==> src/rtl/md_pkg.sv <==
// Shared muldiv definitions: decode command type, muldiv OP encodings and helpers.
package md_pkg;

    // Decode-stage muldiv command as delivered by the instruction decoder.
    typedef enum logic [2:0] {
        MD_NOP  = 3'd0,
        MD_MUL  = 3'd1,
        MD_MAD  = 3'd2,
        MD_MTLO = 3'd3,
        MD_MTHI = 3'd4,
        MD_DIV  = 3'd5,
        MD_MFLO = 3'd6,
        MD_MFHI = 3'd7
    } md_cmd_t;

    // OP field encodings understood by the muldiv unit.
    localparam logic [2:0] OP_MUL  = 3'b000;
    localparam logic [2:0] OP_MAD  = 3'b001;
    localparam logic [2:0] OP_MTLO = 3'b010;
    localparam logic [2:0] OP_MTHI = 3'b110;
    localparam logic [2:0] OP_DIV  = 3'b011;

    // Translate a decode command into the muldiv OP field (non-write commands map to MUL).
    function automatic logic [2:0] md_cmd_to_op(input md_cmd_t cmd);
        logic [2:0] op;
        case (cmd)
            MD_MUL:  op = OP_MUL;
            MD_MAD:  op = OP_MAD;
            MD_MTLO: op = OP_MTLO;
            MD_MTHI: op = OP_MTHI;
            MD_DIV:  op = OP_DIV;
            default: op = OP_MUL;
        endcase
        return op;
    endfunction

    // Commands that change HI/LO and therefore need an issue slot.
    function automatic logic md_is_write(input md_cmd_t cmd);
        return (cmd == MD_MUL) || (cmd == MD_MAD) || (cmd == MD_MTLO) ||
               (cmd == MD_MTHI) || (cmd == MD_DIV);
    endfunction

    // Commands that only read HI/LO.
    function automatic logic md_is_read(input md_cmd_t cmd);
        return (cmd == MD_MFLO) || (cmd == MD_MFHI);
    endfunction

endpackage

==> src/rtl/md_pend_buf.sv <==
// One-entry pending buffer for a muldiv write op that could not issue immediately.
module md_pend_buf
    import md_pkg::*;
#(
    parameter int W = 32
) (
    input  logic         clk,
    input  logic         rst_n,
    input  logic         load_i,
    input  logic         unload_i,
    input  md_cmd_t      cmd_i,
    input  logic [W-1:0] a_i,
    input  logic [W-1:0] b_i,
    output logic         full_o,
    output md_cmd_t      cmd_o,
    output logic [W-1:0] a_o,
    output logic [W-1:0] b_o
);

    localparam logic [0:0] ST_EMPTY = 1'b0;
    localparam logic [0:0] ST_FULL  = 1'b1;

    logic [0:0]   state_q, state_d;
    md_cmd_t      cmd_q;
    logic [W-1:0] a_q, b_q;

    // A load always leaves the entry occupied, even when the old op drains in the same cycle.
    always_comb begin
        state_d = state_q;
        if (load_i) begin
            state_d = ST_FULL;
        end else if (unload_i) begin
            state_d = ST_EMPTY;
        end
    end

    // State and payload registers; reset drops whatever op was waiting.
    always_ff @(posedge clk or negedge rst_n) begin
        if (!rst_n) begin
            state_q <= ST_EMPTY;
            cmd_q   <= MD_NOP;
            a_q     <= '0;
            b_q     <= '0;
        end else begin
            state_q <= state_d;
            if (load_i) begin
                cmd_q <= cmd_i;
                a_q   <= a_i;
                b_q   <= b_i;
            end
        end
    end

    assign full_o = (state_q == ST_FULL);
    assign cmd_o  = cmd_q;
    assign a_o    = a_q;
    assign b_o    = b_q;

endmodule

==> src/rtl/muldiv_issue.sv <==
// Issue control between the decode stage and the multi-cycle muldiv unit.
module muldiv_issue
    import md_pkg::*;
#(
    parameter int W = 32
) (
    input  logic         clk,
    input  logic         rst_n,
    input  logic         id_valid_i,
    input  logic [2:0]   id_cmd_i,
    input  logic [W-1:0] id_a_i,
    input  logic [W-1:0] id_b_i,
    input  logic         flush_i,
    input  logic         md_busy_i,
    output logic         md_en_o,
    output logic [2:0]   md_op_o,
    output logic [W-1:0] md_a_o,
    output logic [W-1:0] md_b_o,
    output logic         stall_o,
    output logic         rd_valid_o,
    output logic         rd_hi_o,
    output logic [15:0]  stall_cnt_o
);

    md_cmd_t      idCmd;
    logic         idLive, idWrite, idRead;
    logic         shadow_q, shadow_d;
    logic [15:0]  stallCnt_q, stallCnt_d;
    logic         unitFree;
    logic         bufFull, bufLoad, issueBuf, issueId;
    logic         stallNow, rdValidNow;
    md_cmd_t      bufCmd;
    logic [W-1:0] bufA, bufB;

    // A flushed or reset-time decode op is treated exactly like a bubble.
    assign idCmd    = md_cmd_t'(id_cmd_i);
    assign idLive   = id_valid_i && !flush_i && rst_n;
    assign idWrite  = idLive && md_is_write(idCmd);
    assign idRead   = idLive && md_is_read(idCmd);
    assign unitFree = !md_busy_i && !shadow_q;

    md_pend_buf #(.W(W)) u_pend_buf (
        .clk      (clk),
        .rst_n    (rst_n),
        .load_i   (bufLoad),
        .unload_i (issueBuf),
        .cmd_i    (idCmd),
        .a_i      (id_a_i),
        .b_i      (id_b_i),
        .full_o   (bufFull),
        .cmd_o    (bufCmd),
        .a_o      (bufA),
        .b_o      (bufB)
    );

    // Issue arbitration: the older buffered op always wins the slot; reads wait for a drained, idle unit.
    always_comb begin
        issueBuf   = 1'b0;
        issueId    = 1'b0;
        bufLoad    = 1'b0;
        stallNow   = 1'b0;
        rdValidNow = 1'b0;
        if (bufFull) begin
            if (unitFree) begin
                issueBuf = 1'b1;
                bufLoad  = idWrite;
            end
            stallNow = idRead || (idWrite && !unitFree);
        end else begin
            if (idWrite) begin
                if (unitFree) begin
                    issueId = 1'b1;
                end else begin
                    bufLoad = 1'b1;
                end
            end
            if (idRead) begin
                if (unitFree) begin
                    rdValidNow = 1'b1;
                end else begin
                    stallNow = 1'b1;
                end
            end
        end
    end

    // Muldiv request mux; operands are forced to zero when nothing issues so they never carry X.
    always_comb begin
        md_op_o = '0;
        md_a_o  = '0;
        md_b_o  = '0;
        if (issueBuf) begin
            md_op_o = md_cmd_to_op(bufCmd);
            md_a_o  = bufA;
            md_b_o  = bufB;
        end else if (issueId) begin
            md_op_o = md_cmd_to_op(idCmd);
            md_a_o  = id_a_i;
            md_b_o  = id_b_i;
        end
    end

    assign md_en_o    = issueBuf || issueId;
    assign stall_o    = stallNow;
    assign rd_valid_o = rdValidNow;
    assign rd_hi_o    = rdValidNow && (idCmd == MD_MFHI);

    // Next-state for the post-issue shadow and the saturating stall counter.
    always_comb begin
        shadow_d   = md_en_o;
        stallCnt_d = stallCnt_q;
        if (stallNow && (stallCnt_q != 16'hFFFF)) begin
            stallCnt_d = stallCnt_q + 16'd1;
        end
    end

    // Shadow covers the cycle before muldiv reflects a new op on BUSY.
    always_ff @(posedge clk or negedge rst_n) begin
        if (!rst_n) begin
            shadow_q   <= 1'b0;
            stallCnt_q <= '0;
        end else begin
            shadow_q   <= shadow_d;
            stallCnt_q <= stallCnt_d;
        end
    end

    assign stall_cnt_o = stallCnt_q;

endmodule

==> config.mk <==
export PLATFORM = sky130hd
export DESIGN_NAME = muldiv_issue
export DESIGN_NICKNAME = d
export VERILOG_FILES = /design/src/rtl/md_pkg.sv /design/src/rtl/md_pend_buf.sv /design/src/rtl/muldiv_issue.sv
export SDC_FILE = /design/constraint.sdc
export NUM_CORES = 1
export LEC_CHECK = 0
export ABC_AREA = 1
export CAP_MARGIN = 25
export CORE_ASPECT_RATIO = 0.8
export CORE_UTILIZATION = 50
export CTS_CLUSTER_DIAMETER = 200
export DETAILED_ROUTE_END_ITERATION = 8
export PLACE_DENSITY = 0.95
export SETUP_SLACK_MARGIN = 0.05
export SLEW_MARGIN = 20
export SYNTH_ARGS = -nofsm -noshare
export SYNTH_HDL_FRONTEND = slang
export SYNTH_HIERARCHICAL = 1
export SYNTH_SLANG_ARGS = --single-unit
==> constraint.sdc <==
create_clock -name clk -period 2.8 [get_ports clk]
set_input_delay 0.7 -clock clk [delete_from_list [all_inputs] [get_ports clk]]
set_output_delay 0.7 -clock clk [all_outputs]
set_load 0.05 [all_outputs]
==> results_dict.tcl, run 1 <==
set metrics [dict create \
    status "complete, no violations" \
    critPathRequiredTime_ns 2.10 \
    syn_nets 763 \
    synth_area_mm2 0.00474 \
    path_class "input pin to output pin" \
    syn-instance-count 689 \
    rsz0062_at_grt "yes" \
    wl_met3_um 1620 \
    intPower_uw 3630 \
    final_cells 979 \
    synth_seq_cells 85 \
    grt_usage_pct 34.8 \
    cp_max_fo 17 \
    max_slew.worst_pin.slew_ns 0.558 \
    synth_common_cells "351 x nand2_1, 85 x dfrtp_1, 80 x inv_1" \
    top_layer_used "met4" \
    die-area_mm2 0.00988 \
    cts_buffer_depth 2 \
    clk_latency_ns 0.33 \
    holdCritPathClass "input pin to asynchronous set/reset pin" \
    worstSetupEndpointType "output pin" \
    gp_congestion 0.905 \
    crit_arrival_ns 2.05 \
    ant_nets 0 \
    dr.first_iter.drc_count 522 \
    synth_most_common_cell "nand2_1" \
    yosysWarnings 6 \
    grt_overflow_total 0 \
    io_pins 159 \
    synth.top_cells.by_area "dfrtp_1 45%, nand2_1 28%, o21ai_1 6.8%, inv_1 6.3%, buf_2 1.7%" \
    synth_async_sr_flop_share_pct 100 \
    maxCapViolations 0 \
    start_util_pct 52.0 \
    dp_cells 952 \
    grt_pass1_wl_um 26800 \
    power_density_mw_per_mm2 763 \
    grt_pass1_vias 5452 \
    power_frac_clock_pct 19.8 \
    synth_top_area_share_pct 44.9 \
    fin_area_mm2 0.00806 \
    p_switching_uw 2520 \
    leakagePower_uw 0.00398 \
    dpl_cell_area_mm2 0.00743 \
    io_buffer_count 158 \
    hold_violations 0 \
    antenna_found_initial 0 \
    root_buffer "clkbuf_16" \
    via_per_inst 5.70 \
    period_needed_ns 2.75 \
    slowest_delay_ns 0.23 \
    drc 0 \
    fin_hold_ws_ns 0.461 \
    diodes 0 \
    ys_seq_area_share_pct 44.9 \
    nNetsFinal 933 \
    dieHeight_um 89.1 \
    yosysTopAreaCell "dfrtp_1" \
    p_sw_share_pct 41.0 \
    drt-met1-wl_um 6370 \
    drive_above_1_share_pct 24.3 \
    ir_drop_mv 0.481 \
    rows 31 \
    htree_levels 3 \
    post-dp-hpwl_um 10900 \
    synth_flop_cell "dfrtp_1" \
    ys_types 33 \
    area_delta_synth_final_pct 70.0 \
    skew_ns 0.00905 \
    path_cells "dlygate4sd2_1 -> inv_1 -> nand3_2 -> nor2_4 -> nand3_4 -> buf_4 -> buf_12 -> o21ai_2 -> buf_12" \
    firstDrtPassIters 6 \
    routed_wl_um 17900 \
    setup-violations-final 0 \
    clock.fmax_mhz 364 \
    start_kind "input pin" \
    grt_max_degree 58 \
    cts_tree "done" \
    cp_slowest_cell "o21ai_2" \
    p_seq_share_pct 34.4 \
    drv_slew 0 \
    setup_tns_ns 0 \
    finalCritPeriodShare_pct 98.1 \
    die_x_um 111 \
    numCtsBuffers 9 \
    route.met2.wl_um 9180 \
    crit_top_cell "buf_12" \
    slew_headroom_pct 62.8 \
    clkTransAtPathRegs_ns 0.06 \
    wl_per_cell_um 18.3 \
    syn_avg_cell_area_um2 6.88 \
    coreArea_mm2 0.00911 \
    p_comb_share_pct 45.8 \
    fillCellCount 407 \
    vias 5576 \
    synth_edf_count 0 \
    clock-sinks 85 \
]
-- path summary, 6_finish.rpt --
check	depth (start not counted)	to	from	slack, ns
setup / recovery	9	md_a_o[27]	flush_i	0.05
hold / removal	2	u_pend_buf/a_o[30]	rst_n	0.46
setup reg to reg	8	u_pend_buf/a_o[4]	u_pend_buf/full_o	0.95
hold reg to reg	2	u_pend_buf/b_o[19]	u_pend_buf/b_o[19]	0.47
max in group asynchronous	3	u_pend_buf/a_o[16]	rst_n	1.35
min in group clk	2	u_pend_buf/b_o[19]	u_pend_buf/b_o[19]	0.47
-- metrics by stage --
stage,worst slack (ns),util (%),power [µW]
5_1_grt,0.0186,88.4,6410
4_1_cts,0.0506,87.6,6020
6_report,0.0537,88.4,6150
2_1_floorplan,-0.135,-,3450
3_3_place_gp,-0.131,81.6,4540
3_5_place_dp,-0.194,81.6,4710
-- cells by family (layout without fill, tap and decap cells) --
family / after synthesis / after routing / share of synthesized area (%)
AND/OR/NAND/NOR: 404 / 404 / 34.3
flip-flops: 85 / 85 / 44.9
adder cells (fa/ha/maj): 2 / 2 / 0.528
buffers and inverters: 114 / 289 / 10.6
XOR/XNOR: 8 / 8 / 1.48
AO/OA/AOI/OAI: 76 / 76 / 8.21
-- per-layer routing --
layer,GRT usage [%],vias to the layer above
li1,-,2434
met1,39.9,2666
met2,64.3,388
met3,7.39,88
met4,14.8,0
met5,0,-
-- area by class of cell --
| type | count | area [µm²] | area share (%) |
|---|---|---|---|
| flip-flops and latches | 85 | 2130 | 26.4 |
| clock inverters | 6 | 68.8 | 0.854 |
| clock buffers | 10 | 239 | 2.97 |
| well taps | 115 | 144 | 1.79 |
| multi-input cells | 490 | 2470 | 30.6 |
| inverters | 84 | 318 | 3.94 |
| repair buffers | 189 | 2700 | 33.4 |
-- power groups by stage --
| stage | logic (µW) | clock network, µW | registers [µW] |
|---|---|---|---|
| after floorplan | 1380 | 0 | 2060 |
| after global placement | 2510 | 0 | 2030 |
| after detailed placement | 2620 | 0 | 2090 |
| after CTS | 2700 | 1230 | 2080 |
| after global routing | 2970 | 1280 | 2170 |
| final | 2810 | 1220 | 2120 |
-- critical path, delay by kind of cell --
kind | cells | cell delay [ns]
AOI/OAI and AO/OA | 1 | 0.23
buffers and inverters | 5 | 0.77
and+or+nand+nor | 3 | 0.34
-- state kept, by name (all words and copies together) (netlist names) --
| signal | cells |
|---|---|
| u_pend_buf/b_o | 32 |
| u_pend_buf/a_o | 32 |
| u_pend_buf/cmd_o | 3 |
| u_pend_buf/full_o | 1 |
| shadow_q | 1 |
| stall_cnt_o | 16 |
-- placed cells by master (no fill, tap or decap), types with 3 or more instances in the layout --
cell type | netlist | final
nand2_1 | 351 | 348
buf_16 | 0 | 3
dlygate4sd2_1 | 0 | 3
inv_2 | 3 | 3
nor2_4 | 1 | 3
clkbuf_16 | 0 | 10
o21ai_0 | 5 | 5
inv_1 | 80 | 80
o21ai_4 | 0 | 8
dfrtp_1 | 85 | 85
nand3_1 | 14 | 13
buf_4 | 4 | 19
clkdlybuf4s50_1 | 0 | 80
o22ai_2 | 0 | 3
o21ai_2 | 0 | 56
nor2_1 | 21 | 20
xor2_1 | 6 | 6
buf_12 | 0 | 79
nand2_2 | 1 | 4
-- repair_timing --
item,4_1_cts,5_1_grt
buffers inserted,5,2
pin swaps,4,3
setup endpoints to repair,68,42
hold buffers,0,0
gates resized for setup,35,10
gates cloned,3,1
No activity file was read; power rests on OpenSTA's default activity.
==> inputs of run 2 (changes only) <==
--- a/config.mk
+++ b/config.mk
@@ -12,6 +12,7 @@
 export CTS_CLUSTER_DIAMETER = 200
 export DETAILED_ROUTE_END_ITERATION = 8
 export PLACE_DENSITY = 0.95
+export RECOVER_POWER = 100
 export SETUP_SLACK_MARGIN = 0.05
 export SLEW_MARGIN = 20
 export SYNTH_ARGS = -nofsm -noshare
==> results_dict.tcl, run 2 (synthesized netlist as in run 1, its figures left out) <==
set metrics [dict create \
    status "complete, no violations" \
    cp_max_fo 17 \
    fillCellCount 472 \
    rsz0062_at_grt "yes" \
    numCtsBuffers 9 \
    gp_congestion 0.905 \
    power_uw 5940 \
    slowest_delay_ns 0.23 \
    clkTransAtPathRegs_ns 0.06 \
    period_needed_ns 2.74 \
    power_density_mw_per_mm2 775 \
    dpl_cell_area_mm2 0.00743 \
    io_pins 159 \
    drive_above_1_share_pct 22.9 \
    holdCritPathClass "flip-flop to flip-flop" \
    rows 31 \
    finalCritPeriodShare_pct 98.0 \
    maxCapViolations 0 \
    grt_pass1_vias 5452 \
    coreArea_mm2 0.00911 \
    wl_per_cell_um 18.2 \
    critPathRequiredTime_ns 2.10 \
    dr.first_iter.drc_count 530 \
    die_x_um 111 \
    htree_levels 3 \
    grt_overflow_total 0 \
    post-dp-hpwl_um 10900 \
    crit_arrival_ns 2.04 \
    diodes 0 \
    io_buffer_count 158 \
    path_cells "dlygate4sd2_1 -> inv_1 -> nand3_2 -> nor2_4 -> nand3_4 -> buf_4 -> buf_12 -> o21ai_2 -> buf_12" \
    vias 5524 \
    leakagePower_uw 0.00391 \
    grt_util_met2_pct 64.3 \
    path_delay_family "buffers and inverters" \
    area_delta_synth_final_pct 61.6 \
    slew_headroom_pct 30.3 \
    root_buffer "clkbuf_16" \
    regArea_mm2 0.00213 \
    path_class "input pin to output pin" \
    via_per_inst 5.64 \
    die-area_mm2 0.00988 \
    top_usage_layer "met2" \
    final_cells 979 \
    drv_slew 0 \
    dieHeight_um 89.1 \
    ir_drop_mv 0.481 \
    worstSetupEndpointType "output pin" \
    cp_slowest_cell "o21ai_2" \
    clk_latency_ns 0.34 \
    clock-sinks 85 \
    cts_buffer_depth 2 \
    max_slew.worst_pin.slew_ns 1.05 \
    multi_input_area_mm2 0.00242 \
    dp_cells 952 \
    crit_top_cell "buf_12" \
    start_kind "input pin" \
    antenna_found_initial 0 \
    grt_util_met1_pct 39.9 \
    hold_violations 0 \
    nNetsFinal 933 \
    cts_tree "done" \
    hold_buffers 0 \
    grt_pass1_wl_um 26800 \
    grt_util_met3_pct 7.39 \
    final_cell_mix "350 x nand2_1, 85 x dfrtp_1, 80 x inv_1, 64 x clkdlybuf4s50_1, 53 x buf_12" \
    firstDrtPassIters 5 \
    worst-path-buf-inv 5 \
    skew_ns 0.00936 \
    ant_nets 0 \
    setup-violations-final 0 \
    clock.fmax_mhz 364 \
    grt_usage_pct 34.8 \
    grt_max_degree 58 \
    drc 0 \
    start_util_pct 52.0 \
    final_common_cell "nand2_1" \
    routed_wl_um 17800 \
    fin_area_mm2 0.00766 \
]
## run 2: cell count changes in the layout (fill, tap and decap cells not counted), sizes merged
cell | previous run | this run
dlygate4sd3 | 0 | 16
clkdlybuf4s50 | 80 | 64
clkbuf | 12 | 44
buf | 102 | 70
## run 2: report_power, final
group / internal, µW / switching, µW
Clock: 722 / 495
Sequential: 1750 / 363
Combinational: 990 / 1620
## run 2: tightest hold or removal path, cell delays in order, from the launching register on
cell and delay [ns]:
dfrtp_1 0.34, nand2_1 0.05, nand2_1 0.05
## run 2: metrics by stage
step,utilization (%),setup WS (ns),setup TNS [ns],hold slack [ns]
after global routing,84.1,0.0188,0,0.496
final,84.1,0.0554,0,0.473
after detailed placement,81.6,-0.194,-8.98,0.459
after CTS,87.6,0.0506,0,0.474
after global placement,81.6,-0.131,-5.28,0.453
after floorplan,-,-0.135,-0.742,0.404
## run 2: final timing paths
check                                    from            endpoint  slack (ns)  depth (start not counted)
setup / recovery                      flush_i          md_a_o[27]        0.06                          9
hold / removal             u_pend_buf/b_o[19]  u_pend_buf/b_o[19]        0.47                          2
setup reg to reg            u_pend_buf/full_o  u_pend_buf/a_o[14]        0.60                          9
hold reg to reg            u_pend_buf/b_o[19]  u_pend_buf/b_o[19]        0.47                          2
max in group asynchronous               rst_n   u_pend_buf/a_o[1]        0.46                          3
min in group asynchronous               rst_n  u_pend_buf/a_o[30]        0.76                          2
## run 2: repair_timing
item	4_1_cts	5_1_grt
resized for setup	35	10
cloned	3	1
pin swaps	4	3
buffers inserted	5	2
hold endpoints to repair	0	0
endpoints found under the setup margin	68	42
## run 2: layer usage
metal  part of all wire [%]  up-vias
li1                       -     2429
met4                    4.0        0
met5                      0        -
met2                     52      367
met3                    8.7       84
met1                     36     2644
## run 2: area by class of cell
type                            count  area share, %
Multi-Input combinational cell    490           31.6
Timing Repair Buffer              189           30.6
Sequential cell                    85           27.8
Inverter                           84           4.15
Clock buffer                       10           3.12
Tap cell                          115           1.88
Clock inverter                      6          0.898
==> inputs of run 3 (changes only) <==
--- a/config.mk
+++ b/config.mk
@@ -6,11 +6,12 @@
 export NUM_CORES = 1
 export LEC_CHECK = 0
 export ABC_AREA = 1
-export CAP_MARGIN = 25
+export CAP_MARGIN = 15
 export CORE_ASPECT_RATIO = 0.8
 export CORE_UTILIZATION = 50
 export CTS_CLUSTER_DIAMETER = 200
 export DETAILED_ROUTE_END_ITERATION = 8
+export GPL_TIMING_DRIVEN = 0
 export PLACE_DENSITY = 0.95
 export RECOVER_POWER = 100
 export SETUP_SLACK_MARGIN = 0.05
==> results_dict.tcl, run 3 (synthesized netlist as in run 1, its figures left out) <==
set metrics [dict create \
    status "complete, no violations" \
    clkTransAtPathRegs_ns 0.06 \
    vias 5031 \
    dieHeight_um 89.1 \
    ant_nets 0 \
    firstDrtPassIters 4 \
    io_buffer_count 158 \
    setup_ws_ns 0.0653 \
    dpl_cell_area_mm2 0.00669 \
    routed_wl_um 14400 \
    coreArea_mm2 0.00911 \
    gp_congestion 0.859 \
    clock-sinks 85 \
    period_needed_ns 2.73 \
    dp_cells 963 \
    hold_violations 0 \
    rrSetupSlack_ns 0.36 \
    worstSetupEndpointType "output pin" \
    drive_above_1_share_pct 22.3 \
    setup-violations-final 0 \
    grt_pass1_vias 4737 \
    cp-endpoint "md_b_o[31]" \
    grt_max_degree 23 \
    start_util_pct 52.0 \
    drv_slew 0 \
    finalCritPeriodShare_pct 97.7 \
    reg2reg_depth 8 \
    holdCritPathClass "input pin to asynchronous set/reset pin" \
    nNetsFinal 948 \
    wl_per_cell_um 14.5 \
    maxCapViolations 0 \
    clock.fmax_mhz 366 \
    dr.first_iter.drc_count 241 \
    diodes 0 \
    setup_tns_ns 0 \
    crit_arrival_ns 2.03 \
    grt_usage_pct 29.2 \
    final_common_cell "nand2_1" \
    skew_ns 0.00530 \
    leakagePower_uw 0.00381 \
    fin_area_mm2 0.00711 \
    reg2reg_to "stall_cnt_o[15]" \
    die-area_mm2 0.00988 \
    worstSetupStartpoint "id_cmd_i[1]" \
    power_density_mw_per_mm2 748 \
    rsz0062_at_grt "no" \
    path_class "input pin to output pin" \
    via_per_inst 5.07 \
    fin_util_pct 78.0 \
    die_x_um 111 \
    grt_overflow_total 0 \
    rows 31 \
    post-dp-hpwl_um 9500 \
    numCtsBuffers 9 \
    cts_buffer_depth 2 \
    final_cell_mix "351 x nand2_1, 85 x dfrtp_1, 79 x inv_1, 64 x clkdlybuf4s50_1, 47 x o21ai_2" \
    antenna_found_initial 0 \
    dp_slack_ns -1.46 \
    io_pins 159 \
    ir_drop_mv 0.453 \
    critPathRequiredTime_ns 2.10 \
    grt_pass1_wl_um 22800 \
    cp_max_fo 5 \
    drc 0 \
    slew_headroom_pct 15.6 \
    root_buffer "clkbuf_16" \
    htree_levels 3 \
    start_kind "input pin" \
    hold_buffers 0 \
    final_cells 993 \
    max_slew.worst_pin.slew_ns 1.27 \
    cts_tree "done" \
    reg2reg_from "stall_cnt_o[0]" \
    area_delta_synth_final_pct 49.9 \
    clk_latency_ns 0.33 \
]
[run 3: cell count changes in the layout (fill, tap and decap cells not counted), sizes merged]
| cell | previous run | this run |
|---|---|---|
| buf | 70 | 74 |
| bufinv | 1 | 0 |
| clkdlybuf4s15 | 2 | 0 |
| clkbuf | 44 | 58 |
| clkinv | 2 | 3 |
| inv | 86 | 83 |
| clkinvlp | 1 | 2 |
[run 3: where the power goes]
group          internal [µW]  switching (µW)  total (µW)  leakage, µW
sequential              1750             313        2060      0.00109
combinational            732            1460        2190      0.00259
clock                    595             471        1070     0.000125
[run 3: cell type report]
type                            count  area [µm²]
Fill cell                         695        2010
Timing Repair Buffer              174        1600
Clock buffer                       11         233
Tap cell                          115         144
Sequential cell                    85        2130
Inverter                           84         317
Buffer                             30         243
Multi-Input combinational cell    490        2420
Clock inverter                      4        26.3
[run 3: worst max-delay path, cell delays in order]
cell     delay (ns)
buf_2          0.13
nand2_1        0.12
inv_2          0.05
nor2_4         0.15
nand3_4        0.13
buf_8          0.17
buf_4          0.14
o21ai_1        0.14
buf_2          0.30
[run 3: worst min path at each step]
stage          slack (ns)  cells after the start                 end               start
2_1_floorplan        0.40                      0            shadow_q               rst_n
3_3_place_gp         0.45                      2  u_pend_buf/a_o[22]  u_pend_buf/a_o[22]
3_5_place_dp         0.46                      2  u_pend_buf/b_o[29]  u_pend_buf/b_o[29]
4_1_cts              0.29                      1  u_pend_buf/b_o[15]               rst_n
5_1_grt              0.43                      1  u_pend_buf/b_o[21]               rst_n
6_report             0.40                      1  u_pend_buf/b_o[19]               rst_n
[run 3: routing by layer]
| metal | GRT usage, % | part of all wire [%] |
|---|---|---|
| met4 | 9.21 | 1.6 |
| met3 | 5.90 | 5.7 |
| met5 | 0 | 0 |
| met2 | 51.6 | 50 |
| met1 | 36.8 | 43 |
[run 3: through the flow]
step | hold WS (ns) | total power [µW]
2_1_floorplan | 0.404 | 3450
3_3_place_gp | 0.454 | 4090
3_5_place_dp | 0.459 | 4190
4_1_cts | 0.288 | 5380
5_1_grt | 0.433 | 5640
6_report | 0.397 | 5320
[run 3: repair_timing]
action,4_1_cts,5_1_grt
buffers inserted,8,1
setup endpoints to repair,71,65
gates cloned,6,0
endpoints found under the hold margin,0,0
gates resized for setup,511,24
pin swaps,10,7
